$ cat config.mk
export PLATFORM = sky130hd
export DESIGN_NAME = ascon_reg_xbar
export DESIGN_NICKNAME = d
export VERILOG_FILES = /design/src/rtl/ascon_reg_xbar.sv
export SDC_FILE = /design/constraint.sdc
export NUM_CORES = 1
export LEC_CHECK = 0
export CAP_MARGIN = 20
export CORE_MARGIN = 2
export CORE_UTILIZATION = 57
export CTS_CLUSTER_DIAMETER = 200
export CTS_CLUSTER_SIZE = 20
export DETAILED_ROUTE_END_ITERATION = 12
export DONT_BUFFER_PORTS = 1
export PLACE_DENSITY = 0.75
export SLEW_MARGIN = 20
export SYNTH_ARGS = -nofsm -noshare
export SYNTH_HDL_FRONTEND = slang
export SYNTH_SLANG_ARGS = --single-unit
$ cat constraint.sdc
create_clock -name clk_i -period 2.1 [get_ports clk_i]
set_input_delay 0.105 -clock clk_i [delete_from_list [all_inputs] [get_ports clk_i]]
set_output_delay 0.105 -clock clk_i [all_outputs]
set_load 0.01 [all_outputs]
$ cat src/rtl/ascon_reg_xbar.sv
// Register-bus demultiplexer: one upstream reg port to N_TARGETS downstream ports plus a
// local CSR window holding interrupt pending/mask and a saturating error counter.

package ascon_reg_pkg;
  localparam int unsigned AddrW = 32;
  localparam int unsigned DataW = 32;

  typedef struct packed {
    logic [AddrW-1:0]   addr;
    logic               write;
    logic [DataW-1:0]   wdata;
    logic [DataW/8-1:0] wstrb;
    logic               valid;
  } reg_req_t;

  typedef struct packed {
    logic [DataW-1:0] rdata;
    logic             error;
    logic             ready;
  } reg_rsp_t;
endpackage

module ascon_reg_xbar
  import ascon_reg_pkg::*;
#(
  parameter int unsigned N_TARGETS      = 2,
  parameter int unsigned SEL_LSB        = 7,
  parameter int unsigned SEL_W          = 2,
  parameter int unsigned TIMEOUT_CYCLES = 256,
  parameter int unsigned CNT_W          = 16
) (
  input  logic                      clk_i,
  input  logic                      rst_i,
  input  reg_req_t                  reg_req_i,
  output reg_rsp_t                  reg_rsp_o,
  output reg_req_t [N_TARGETS-1:0]  tgt_req_o,
  input  reg_rsp_t [N_TARGETS-1:0]  tgt_rsp_i,
  input  logic     [N_TARGETS-1:0]  intr_i,
  output logic                      intr_o
);

  localparam int unsigned TimeoutW = $clog2(TIMEOUT_CYCLES);
  localparam int unsigned TgtIdxW  = (N_TARGETS > 1) ? $clog2(N_TARGETS) : 1;

  localparam logic [TimeoutW-1:0] TimeoutLast = TimeoutW'(TIMEOUT_CYCLES - 1);
  localparam logic [SEL_W-1:0]    LocalSel    = '1;
  localparam logic [SEL_W-1:0]    NumTgt      = SEL_W'(N_TARGETS);

  typedef enum logic [1:0] {StIdle, StFwd, StLocal, StResp} state_e;

  state_e                 state_q;
  logic [TimeoutW-1:0]    cnt_q;
  logic [TgtIdxW-1:0]     tgt_idx_q;
  logic [1:0]             loc_off_q;
  logic                   loc_write_q;
  logic [N_TARGETS-1:0]   loc_wdata_q;

  logic [N_TARGETS-1:0]   intr_q;
  logic [N_TARGETS-1:0]   pending_q;
  logic [N_TARGETS-1:0]   mask_q;
  logic [CNT_W-1:0]       err_cnt_q;

  logic [SEL_W-1:0]       sel_in;
  logic [TgtIdxW-1:0]     tgt_idx_in;
  logic                   dec_err;
  reg_rsp_t               sel_rsp;
  logic                   timeout;
  logic                   err_evt;
  logic                   local_we;
  logic [N_TARGETS-1:0]   w1c_bits;
  logic                   mask_we;
  logic                   cnt_clr;
  logic [N_TARGETS-1:0]   intr_rise;
  logic [DataW-1:0]       local_rdata;

  assign sel_in     = reg_req_i.addr[SEL_LSB+SEL_W-1:SEL_LSB];
  assign tgt_idx_in = TgtIdxW'(sel_in);
  assign dec_err    = (sel_in >= NumTgt) && (sel_in != LocalSel);
  assign sel_rsp    = tgt_rsp_i[tgt_idx_q];

  // A ready arriving in the final counted cycle takes priority over the timeout.
  assign timeout = (state_q == StFwd) && !sel_rsp.ready && (cnt_q == TimeoutLast);
  assign err_evt = ((state_q == StIdle) && reg_req_i.valid && dec_err) || timeout;

  assign local_we  = (state_q == StLocal) && loc_write_q;
  assign w1c_bits  = (local_we && (loc_off_q == 2'd0)) ? loc_wdata_q : '0;
  assign mask_we   = local_we && (loc_off_q == 2'd1);
  assign cnt_clr   = local_we && (loc_off_q == 2'd2);
  assign intr_rise = intr_i & ~intr_q;

  always_comb begin
    local_rdata = '0;
    case (loc_off_q)
      2'd0:    local_rdata[N_TARGETS-1:0] = pending_q;
      2'd1:    local_rdata[N_TARGETS-1:0] = mask_q;
      2'd2:    local_rdata[CNT_W-1:0]     = err_cnt_q;
      default: local_rdata                = '0;
    endcase
  end

  // Request/response path: both upstream and downstream outputs are registers.
  always_ff @(posedge clk_i) begin
    if (rst_i) begin
      state_q     <= StIdle;
      cnt_q       <= '0;
      tgt_idx_q   <= '0;
      loc_off_q   <= '0;
      loc_write_q <= 1'b0;
      loc_wdata_q <= '0;
      tgt_req_o   <= '0;
      reg_rsp_o   <= '0;
    end else begin
      case (state_q)
        StIdle: begin
          if (reg_req_i.valid) begin
            tgt_idx_q   <= tgt_idx_in;
            loc_off_q   <= reg_req_i.addr[3:2];
            loc_write_q <= reg_req_i.write;
            loc_wdata_q <= reg_req_i.wdata[N_TARGETS-1:0];
            if (sel_in < NumTgt) begin
              state_q               <= StFwd;
              cnt_q                 <= '0;
              tgt_req_o[tgt_idx_in] <= reg_req_i;
            end else if (sel_in == LocalSel) begin
              state_q <= StLocal;
            end else begin
              state_q   <= StResp;
              reg_rsp_o <= '{rdata: '0, error: 1'b1, ready: 1'b1};
            end
          end
        end
        StFwd: begin
          if (sel_rsp.ready) begin
            state_q   <= StResp;
            tgt_req_o <= '0;
            reg_rsp_o <= '{rdata: sel_rsp.rdata, error: sel_rsp.error, ready: 1'b1};
          end else if (timeout) begin
            state_q   <= StResp;
            tgt_req_o <= '0;
            reg_rsp_o <= '{rdata: '0, error: 1'b1, ready: 1'b1};
          end else begin
            cnt_q <= cnt_q + TimeoutW'(1);
          end
        end
        StLocal: begin
          state_q   <= StResp;
          reg_rsp_o <= '{rdata: local_rdata, error: 1'b0, ready: 1'b1};
        end
        StResp: begin
          state_q   <= StIdle;
          reg_rsp_o <= '0;
        end
        default: begin
          state_q   <= StIdle;
          tgt_req_o <= '0;
          reg_rsp_o <= '0;
        end
      endcase
    end
  end

  // Local CSRs; a new interrupt edge overrides a same-cycle write-1-to-clear.
  always_ff @(posedge clk_i) begin
    if (rst_i) begin
      intr_q    <= '0;
      pending_q <= '0;
      mask_q    <= '0;
      err_cnt_q <= '0;
      intr_o    <= 1'b0;
    end else begin
      intr_q    <= intr_i;
      pending_q <= (pending_q & ~w1c_bits) | intr_rise;
      if (mask_we) begin
        mask_q <= loc_wdata_q;
      end
      if (cnt_clr) begin
        err_cnt_q <= '0;
      end else if (err_evt && (err_cnt_q != '1)) begin
        err_cnt_q <= err_cnt_q + CNT_W'(1);
      end
      intr_o <= |(pending_q & mask_q);
    end
  end

endmodule

==> metrics.md <==
| Metric | Value |
|---|---|
| Status | `complete, no violations` |
| Root Driver | `clkbuf_16` |
| Number of buffers created by CTS | `14` |
| Placer Congestion | `0.891` |
| Slowest-stage cell, CP | `dlygate4sd3_1` |
| LEAKAGE | `3.63 nW` |
| Clock transition at path regs | `0.09 ns` |
| Post-Route Skew | `0.0280 ns` |
| Vias in the first global route | `6890` |
| Die Wd | `125 um` |
| Mapped Avg Cell Area | `9.94 um2` |
| Max Clk Rate | `487 MHz` |
| Post-synth ARST share | `0%` |
| Crit-path leading delay family | `buffers and inverters` |
| VDD IR-drop max | `0.000858 V` |
| Mapped Area | `8280 um2` |
| Worst path cell trace | `clkbuf_8, mux2i_1, dlygate4sd3_1, or3_1, a21oi_1` |
| Sequential fraction of the synthesis area | `51.3%` |
| Ports | `317` |
| WP buf/inv | `2` |
| R2R Path Start | `tgt_idx_q` |
| Seq cells post-synth | `212` |
| Synth Instances | `833` |
| Final hold vios | `0` |
| Total core area | `14400 um2` |
| Clock latency on the worst-skew pair | `0.48 ns` |
| Antenna cells | `0` |
| First-pass iteration count of the detailed router | `8` |
| R2r endpoint | `reg_rsp_o[23]` |
| CTS Buffer Depth | `3` |
| Buffers on Ports | `0` |
| Syn Nets | `983` |
| Critical path's largest stage delay | `0.58 ns` |
| Largest net degree at the start of global routing | `85` |
| Reg2Reg Depth | `5` |
| Min-Delay Startpoint | `tgt_rsp_i[15]` |
| DRC | `0` |
| PwrDens | `957 nW/um2` |
| First-pass GRT wire length | `37300 um` |
| Starting Density | `57.6%` |
| Grt total ovfl | `0` |
| Worst-Margin Slew | `0.641 ns` |
| Share of cells above drive strength 1 | `8.99%` |
| DR WL/cell | `22.6 um` |
| Crit path capture type | `register` |
| Critical path class | `register to register` |
| Worst path required time | `2.50 ns` |
| Max-Cap Viols | `0` |
| CP arrival | `2.46 ns` |
| CTS tree | `built` |
| Iteration-0 DRC count of the detailed router | `611` |
| Cell depth of the worst hold path | `4` |
| Min Hold Slack | `0.0230 ns` |
| DP Wirelength | `15200 um` |
| Total track usage | `28.9%` |
| H-tree lvl count | `1` |
| Minimum clock period | `2.05 ns` |
| Final nets | `1062` |
| Reg2reg setup slack | `0.05 ns` |
| EDFF count, synth | `0` |
| RSZ-0062 raised after global routing | `true` |
| Synth unique cells | `54` |
| # setup viols final | `0` |
| Main synth FF type | `dfxtp_1` |
| Final TNS setup | `0 ns` |
| Worst slew margin | `57.2%` |
| CP Max Fanout | `32` |
| Row count | `44` |
| Max-slew violation count | `0` |
| Final period util | `97.7%` |
| ANT nets after route | `0` |
| Clock sink total | `212` |
| Initial antenna violation count | `0` |
| Die Area | `15500 um2` |
| Vias/cell | `6.64` |
| CP Launch Type | `register` |
| Synth warnings | `0` |
| Hold endpoint | `reg_rsp_o[15]` |
| P&R area growth vs syn | `21.4%` |
| Class of the worst hold path | `primary input to register` |
| Die Ht | `125 um` |
| Final wirelength | `24700 um` |
| Number of vias in the routed layout | `7274` |
-- what timing repair did --
item | CTS | global route
endpoints found under the hold margin | 191 | 1
resized for setup | 0 | 17
endpoints found under the setup margin | 0 | 100
hold buffers | 107 | 1
setup buffers | 0 | 3
-- cell usage in the layout (no fill, tap or decap), types with 6 or more instances in the layout --
master / instances
mux2i_1: 29
a22o_1: 10
nand2_1: 108
or3_1: 6
a32o_1: 62
dfxtp_1: 207
nor2_1: 49
o2bb2ai_1: 61
nand2b_1: 8
nand4_1: 8
buf_4: 20
clkbuf_16: 16
mux2_2: 15
buf_12: 7
o31ai_1: 20
a21oi_1: 42
o21ai_0: 6
dlygate4sd3_1: 107
ha_1: 6
a22oi_1: 16
nand3_1: 25
-- metal layers --
layer | global-route usage (%) | share of wire [%] | vias up
met5 | 0 | 0 | -
li1 | - | - | 3240
met1 | 34.0 | 37 | 3553
met3 | 7.00 | 8.2 | 79
met2 | 51.1 | 51 | 402
met4 | 10.6 | 3.8 | 0
-- power breakdown --
part           switching, mW  internal (mW)
sequential             0.364           4.30
clock                   1.32           1.22
combinational           1.51          0.922
total                   3.19           6.44
-- how the worst max path moves through the flow --
stage,from,endpoint,cells past startpoint
final,tgt_idx_q,reg_rsp_o[23],5
after global routing,cnt_q[0],cnt_q[5],8
after CTS,state_q[0],err_cnt_q[8],7
after detailed placement,state_q[0],err_cnt_q[8],7
after global placement,cnt_q[0],err_cnt_q[6],6
after floorplan,state_q[1],tgt_req_o[61],11
-- layout make-up --
cell class                 count  area (um2)
fill                        1017        4320
sequential                   212        4250
multi-input combinational    540        3740
timing repair buffer         138        1440
clock buffer                  14         350
tap                          184         230
clock inverter                 2        25.0
inverter                       6        25.0
-- logic make-up (layout without fill, tap and decap cells) --
kind of cell             count (synthesis)  in the layout  synth area share, %
flip-flops                             212            212                 51.3
adder cells (fa/ha/maj)                  8              8                 1.21
other                                    1              1               0.0453
buffers and inverters                   81            160                 4.17
AND/OR/NAND/NOR                        237            237                 13.1
AO/OA/AOI/OAI                          246            246                 24.2
XOR/XNOR                                 3              3                0.317
multiplexers                            45             45                 5.73
-- synthesized netlist by cell type, types with 3 or more instances --
cell type | number | share of area [%]
a211oi_1 | 5 | 0.45
a21o_1 | 6 | 0.54
a21oi_1 | 43 | 2.6
a22o_1 | 10 | 1.1
a22oi_1 | 16 | 1.5
a32o_1 | 62 | 7.5
and2_1 | 5 | 0.38
and4_1 | 4 | 0.42
buf_1 | 6 | 0.27
buf_2 | 18 | 1.1
buf_4 | 3 | 0.27
clkbuf_1 | 47 | 2.1
dfxtp_1 | 212 | 51
ha_1 | 8 | 1.2
inv_1 | 5 | 0.23
mux2_2 | 15 | 2.0
mux2i_1 | 29 | 3.5
nand2_1 | 109 | 4.9
nand2b_1 | 8 | 0.60
nand3_1 | 26 | 1.6
nand4_1 | 8 | 0.60
nor2_1 | 49 | 2.2
nor2b_1 | 5 | 0.38
o21ai_0 | 7 | 0.42
o2bb2ai_1 | 61 | 6.5
o31ai_1 | 20 | 1.8
or3_1 | 6 | 0.45
or4_1 | 4 | 0.36
xnor2_1 | 3 | 0.32
-- tightest hold or removal path: stages --
cell and delay [ns]:
mux2i_1 0.05, nor2_1 0.09, a21oi_1 0.05, o31ai_1 0.17
-- sequential cells by signal (all words and copies together) (netlist names), 8 cells and up --
signal	count
err_cnt_q	16
reg_rsp_o	34
cnt_q	8
tgt_req_o	139
-- through the flow --
| stage | std cells | worst slack [ns] | area (um2) | power [mW] | util (%) |
|---|---|---|---|---|---|
| CTS | 1090 | 0.00168 | 9940 | 9.48 | 69.2 |
| finish | 1096 | 0.0487 | 10100 | 9.62 | 70.0 |
| floorplan | 833 | 0.0384 | 8280 | 6.20 | - |
| global placement | 967 | 0.116 | 8490 | 6.70 | 59.1 |
| global route | 1096 | -0.0593 | 10100 | 10.0 | 70.0 |
| detailed placement | 967 | 0.0527 | 8490 | 6.79 | 59.1 |
No activity file was read; power rests on OpenSTA's default activity.
